--- config.mk ---
export PLATFORM = sky130hd
export DESIGN_NAME = req_arbiter4
export DESIGN_NICKNAME = d
export VERILOG_FILES = /design/src/rtl/req_arbiter4.sv
export SDC_FILE = /design/constraint.sdc
export NUM_CORES = 1
export LEC_CHECK = 0
export ABC_AREA = 1
export BUFFER_PORTS_ARGS = -buffer_cell sky130_fd_sc_hd__buf_2
export CAP_MARGIN = 20
export CORE_MARGIN = 2
export CORE_UTILIZATION = 50
export DETAILED_ROUTE_END_ITERATION = 16
export PLACE_DENSITY = 0.71
export SKIP_LAST_GASP = 1
export SYNTH_ARGS = -nofsm -noshare
export SYNTH_HDL_FRONTEND = slang
export SYNTH_SLANG_ARGS = --single-unit
--- constraint.sdc ---
create_clock -name clk -period 2.15 [get_ports clk]
set_input_delay 0.215 -clock clk [delete_from_list [all_inputs] [get_ports clk]]
set_output_delay 0.215 -clock clk [all_outputs]
set_load 0.01 [all_outputs]
--- src/rtl/req_arbiter4.sv ---
// ============================================================================
// Module   : req_arbiter4
// Brief    : Four-requester arbiter with fixed or round-robin priority and
//            bounded grant tenure; registered one-hot and binary grant outputs.
// Revision : 1.0 - initial release
// ============================================================================
`default_nettype none

module req_arbiter4 #(
  parameter int MAX_HOLD = 8,
  parameter int CW       = 4
) (
  input  logic       clk,
  input  logic       rst,
  input  logic [3:0] req,
  input  logic       rr_mode,
  output logic [3:0] gnt,
  output logic [1:0] gnt_id,
  output logic       gnt_valid
);

  localparam logic [0:0]    S_IDLE      = 1'b0;
  localparam logic [0:0]    S_GRANT     = 1'b1;
  localparam logic [CW-1:0] c_hold_last = CW'(MAX_HOLD - 1);
  localparam logic [CW-1:0] c_hold_one  = CW'(1);

  logic [0:0]    r_state;
  logic [CW-1:0] r_hold_cnt;
  logic [1:0]    r_last_id;
  logic [3:0]    r_gnt;
  logic [1:0]    r_gnt_id;
  logic          r_gnt_valid;

  logic [0:0]    w_nxt_state;
  logic [CW-1:0] w_nxt_hold;
  logic [1:0]    w_nxt_last;
  logic [3:0]    w_nxt_gnt;
  logic [1:0]    w_nxt_id;
  logic          w_nxt_valid;

  logic [2:0]    w_arb_all;
  logic [2:0]    w_arb_excl;
  logic          w_any_req;

  function automatic logic [3:0] onehot(input logic [1:0] id);
    onehot     = 4'b0000;
    onehot[id] = 1'b1;
  endfunction

  // Returns {found, winner}; round-robin starts one past the last winner.
  function automatic logic [2:0] arb(input logic [3:0] r, input logic rr,
                                     input logic [1:0] last);
    logic [2:0] res;
    logic [1:0] idx;
    res = 3'b000;
    if (rr) begin
      for (int i = 4; i >= 1; i--) begin
        idx = last + 2'(i);
        if (r[idx]) res = {1'b1, idx};
      end
    end else begin
      for (int i = 0; i < 4; i++) begin
        if (r[i]) res = {1'b1, 2'(i)};
      end
    end
    return res;
  endfunction

  always_ff @(posedge clk) begin
    if (rst) begin
      r_state     <= S_IDLE;
      r_hold_cnt  <= '0;
      r_last_id   <= 2'b11;
      r_gnt       <= 4'b0000;
      r_gnt_id    <= 2'b00;
      r_gnt_valid <= 1'b0;
    end else begin
      r_state     <= w_nxt_state;
      r_hold_cnt  <= w_nxt_hold;
      r_last_id   <= w_nxt_last;
      r_gnt       <= w_nxt_gnt;
      r_gnt_id    <= w_nxt_id;
      r_gnt_valid <= w_nxt_valid;
    end
  end

  always_comb begin
    w_any_req   = |req;
    w_arb_all   = arb(req, rr_mode, r_last_id);
    w_arb_excl  = arb(req & ~onehot(r_gnt_id), rr_mode, r_last_id);
    w_nxt_state = r_state;
    w_nxt_hold  = r_hold_cnt;
    w_nxt_last  = r_last_id;
    w_nxt_id    = r_gnt_id;
    w_nxt_valid = r_gnt_valid;

    case (r_state)
      S_IDLE: begin
        if (w_any_req) begin
          w_nxt_state = S_GRANT;
          w_nxt_id    = w_arb_all[1:0];
          w_nxt_valid = 1'b1;
          w_nxt_hold  = '0;
          w_nxt_last  = w_arb_all[1:0];
        end
      end
      S_GRANT: begin
        if (!req[r_gnt_id]) begin
          if (w_any_req) begin
            w_nxt_id   = w_arb_all[1:0];
            w_nxt_hold = '0;
            w_nxt_last = w_arb_all[1:0];
          end else begin
            w_nxt_state = S_IDLE;
            w_nxt_id    = 2'b00;
            w_nxt_valid = 1'b0;
          end
        end else if (r_hold_cnt < c_hold_last) begin
          w_nxt_hold = r_hold_cnt + c_hold_one;
        end else if (w_arb_excl[2]) begin
          // Tenure spent with others waiting: hand over, excluding the holder.
          w_nxt_id   = w_arb_excl[1:0];
          w_nxt_hold = '0;
          w_nxt_last = w_arb_excl[1:0];
        end else begin
          w_nxt_hold = '0;
        end
      end
      default: begin
        w_nxt_state = S_IDLE;
        w_nxt_id    = 2'b00;
        w_nxt_valid = 1'b0;
        w_nxt_hold  = '0;
      end
    endcase

    w_nxt_gnt = w_nxt_valid ? onehot(w_nxt_id) : 4'b0000;
  end

  always_comb begin
    gnt       = r_gnt;
    gnt_id    = r_gnt_id;
    gnt_valid = r_gnt_valid;
  end

endmodule

`default_nettype wire
==> summary.md <==
| Metric | Value |
|---|---|
| Status | finished, final reports clean |
| Synth Flop Type | dfxtp_1 |
| Largest net degree at the start of global routing | 19 |
| Total congestion overflow | 0 |
| Critical path data arrival time | 2.04 ns |
| Gpl congestion | 0.947 |
| I/O Buffers | 13 |
| CTS Buf Count | 3 |
| Core ar. | 1980 sq um |
| Crit path capture type | flip-flop |
| Setup bufs post-CTS | 0 |
| Clock Skew | 0.00818 ns |
| Placed Area | 1140 sq um |
| Diodes inserted | 0 |
| DR vias | 1152 |
| Pwr dens | 831 nW/um^2 |
| Startpoint types | flip-flop |
| Clock power share | 19.8% |
| Row cnt | 16 |
| Most utilized layer in the global route result | met2 |
| Clock transition at path regs | 0.09 ns |
| RSZ-0062 raised after global routing | false |
| Met2 GRT Util | 39.5% |
| Peak fanout along the critical path | 18 |
| Sequential Power Share | 32.3% |
| Max-Cap Viols | 0 |
| Ports | 14 |
| Worst setup path startpoint | r_last_id[0] |
| Area share of the largest cell type after synthesis | 26.3% |
| Synth area leader | dfxtp_1 |
| Final WS setup | 0.338 ns |
| Worst-Margin Slew | 0.377 ns |
| Sinks on the clock net | 14 |
| Finished Cell Area | 1180 sq um |
| CTS H-tree lvls | 1 |
| CTS tree | built |
| Fmax | 552 MHz |
| Gr usage total | 22.9% |
| Cells after Synth | 183 |
| Syn_nets | 191 |
| Hold Crit Class | input port to flip-flop |
| Power Total | 0.982 mW |
| Unique masters post-synth | 21 |
| Period minus WS final | 1.81 ns |
| First-pass GRT wire length | 4360 um |
| Synth Register Bits | 14 |
| Starting Density | 53.8% |
| Grt met3 use | 4.17% |
| Root Driver | clkbuf_4 |
| # resized after CTS | 0 |
| TritonRoute pass-1 iters | 4 |
| Antenna violations before repair | 0 |
| Remaining DRCs | 0 |
| Leakage | 0.655 nW |
| Final Max Tran Viols | 0 |
| Psw | 0.426 mW |
| Detail Placement HPWL | 2100 um |
| Synthesized area per cell | 5.83 sq um |
| Fin crit share | 84.3% |
| Synth Cell Area | 1070 sq um |
| Sequential area share after synthesis | 26.3% |
| Fin Setup TNS | 0 ns |
| Number of flops mapped to enable cells by yosys | 0 |
| Nets | 207 |
| Power share of the combinational group | 47.9% |
| Routed wire length | 2610 um |
| Met1 usage | 26.8% |
| Area grow syn2layout | 10.8% |
| Synth top area cells | dfxtp_1 26%, nand2_1 21%, inv_1 9.2%, nor2_1 6.7%, nand3_1 6.6% |
| Antenna viol nets, final | 0 |
| Initial DRC Count | 36 |
| Worst hold start | rst |
| Yosys warns | 0 |
| Final setup viols | 0 |
| WL/cell | 11.6 um |
| Normalized max-slew margin | 74.6% |
| Die H | 50.2 um |
| Worst path required time | 2.38 ns |
| Vias in the first global route | 1053 |
| Async SR Flop Fraction | 0% |
| Die width | 50.2 um |
| Post-layout util | 59.6% |
| VDD IR-drop max | 573 uV |
| Die area | 2520 sq um |
| Net Sw Frac | 43.4% |
| Critical path type | flip-flop to flip-flop |
| Reg2reg start | r_last_id[0] |
| Worst-Skew Late Latency | 0.30 ns |
| Filler cells | 182 |
| Worst Setup Slack post-DPL | 0.371 ns |
| Clock buffer depth | 2 |
| Final hold vios | 0 |
| CTS hold repair buffers | 0 |
| Share of cells above drive strength 1 | 14.6% |
| Avg Vias per Cell | 5.12 |
| P_int | 0.556 mW |
-- final cells by class --
cell class	count	area [sq um]	area share, %
well taps	27	33.8	2.86
multi-input cells	139	657	55.6
flip-flops and latches	14	280	23.7
clock buffers	4	36.3	3.07
inverters	27	101	8.58
repair buffers	14	72.6	6.14
-- Yosys cell counts (2+ instances only) --
master	instances
nand2_1	60
inv_1	26
nor2_1	19
dfxtp_1	14
nand3_1	14
a21oi_1	13
o21ai_0	10
nand2_2	6
o21ai_1	4
nand4_1	3
buf_6	2
nand3_2	2
o211ai_1	2
-- per-stage QoR --
step | hold WS, ns | std cells
final | 0.144 | 225
after global routing | 0.153 | 225
after CTS | 0.150 | 225
after detailed placement | 0.459 | 221
after global placement | 0.456 | 221
after floorplan | 0.284 | 183
-- power groups by stage --
stage	registers, mW	clock network (mW)	logic [mW]
6_report	0.318	0.194	0.470
5_1_grt	0.323	0.209	0.544
4_1_cts	0.317	0.197	0.468
3_5_place_dp	0.323	0	0.466
3_3_place_gp	0.321	0	0.457
2_1_floorplan	0.329	0	0.365
-- worst max-delay path, stage by stage (launching register included) --
cell and delay [ns]:
dfxtp_1 0.30, buf_4 0.19, xnor2_2 0.30, inv_2 0.10
nand2_1 0.07, nand2_1 0.05, nand2_1 0.08, nand3_1 0.07
nand2_1 0.06, nand3_1 0.06, nand2_1 0.11, nand3_2 0.10
nand2_2 0.09, nand2_1 0.06, nor2_1 0.09
-- layer usage --
metal  vias to the layer above  routed length [um]
met1                       495                1140
met5                         -                   0
li1                        614                   -
met3                         7                 145
met4                         0                  57
met2                        36                1270
-- registers in the layout (all words and copies together), names as in the netlist --
| register | count |
|---|---|
| r_last_id | 2 |
| r_hold_cnt | 4 |
| gnt | 4 |
| r_state | 1 |
| gnt_valid | 1 |
| gnt_id | 2 |
-- placed cells by master (no fill, tap or decap) --
cell type / n
nand3_1: 14
xnor2_2: 1
nand2_1: 60
ha_1: 1
a221oi_1: 1
clkbuf_8: 1
nor2_4: 1
o21ai_1: 4
clkbuf_4: 3
dfxtp_1: 14
nor3b_1: 1
nor2_1: 19
o31ai_1: 1
o211ai_1: 2
buf_2: 13
inv_2: 1
nand3_2: 2
a21oi_1: 13
inv_1: 26
buf_4: 1
o21ai_0: 10
nand2_2: 6
nand4_1: 3
-- path summary, 6_finish.rpt --
kind / end / depth (start not counted) / slack [ns]
max: gnt[0] / 14 / 0.34
min: r_hold_cnt[3] / 2 / 0.14
max reg2reg: gnt[0] / 14 / 0.34
min reg2reg: r_hold_cnt[3] / 2 / 0.47
-- kinds of logic after synthesis --
logic type | after synthesis | share of synthesized area, %
flip-flops | 14 | 26.3
AND/OR/NAND/NOR | 106 | 43.3
XOR/XNOR | 1 | 1.53
adder cells (fa/ha/maj) | 1 | 1.17
buffers and inverters | 30 | 12.1
AO/OA/AOI/OAI | 31 | 15.6
Note: power is estimated with default switching activity, not from simulation.
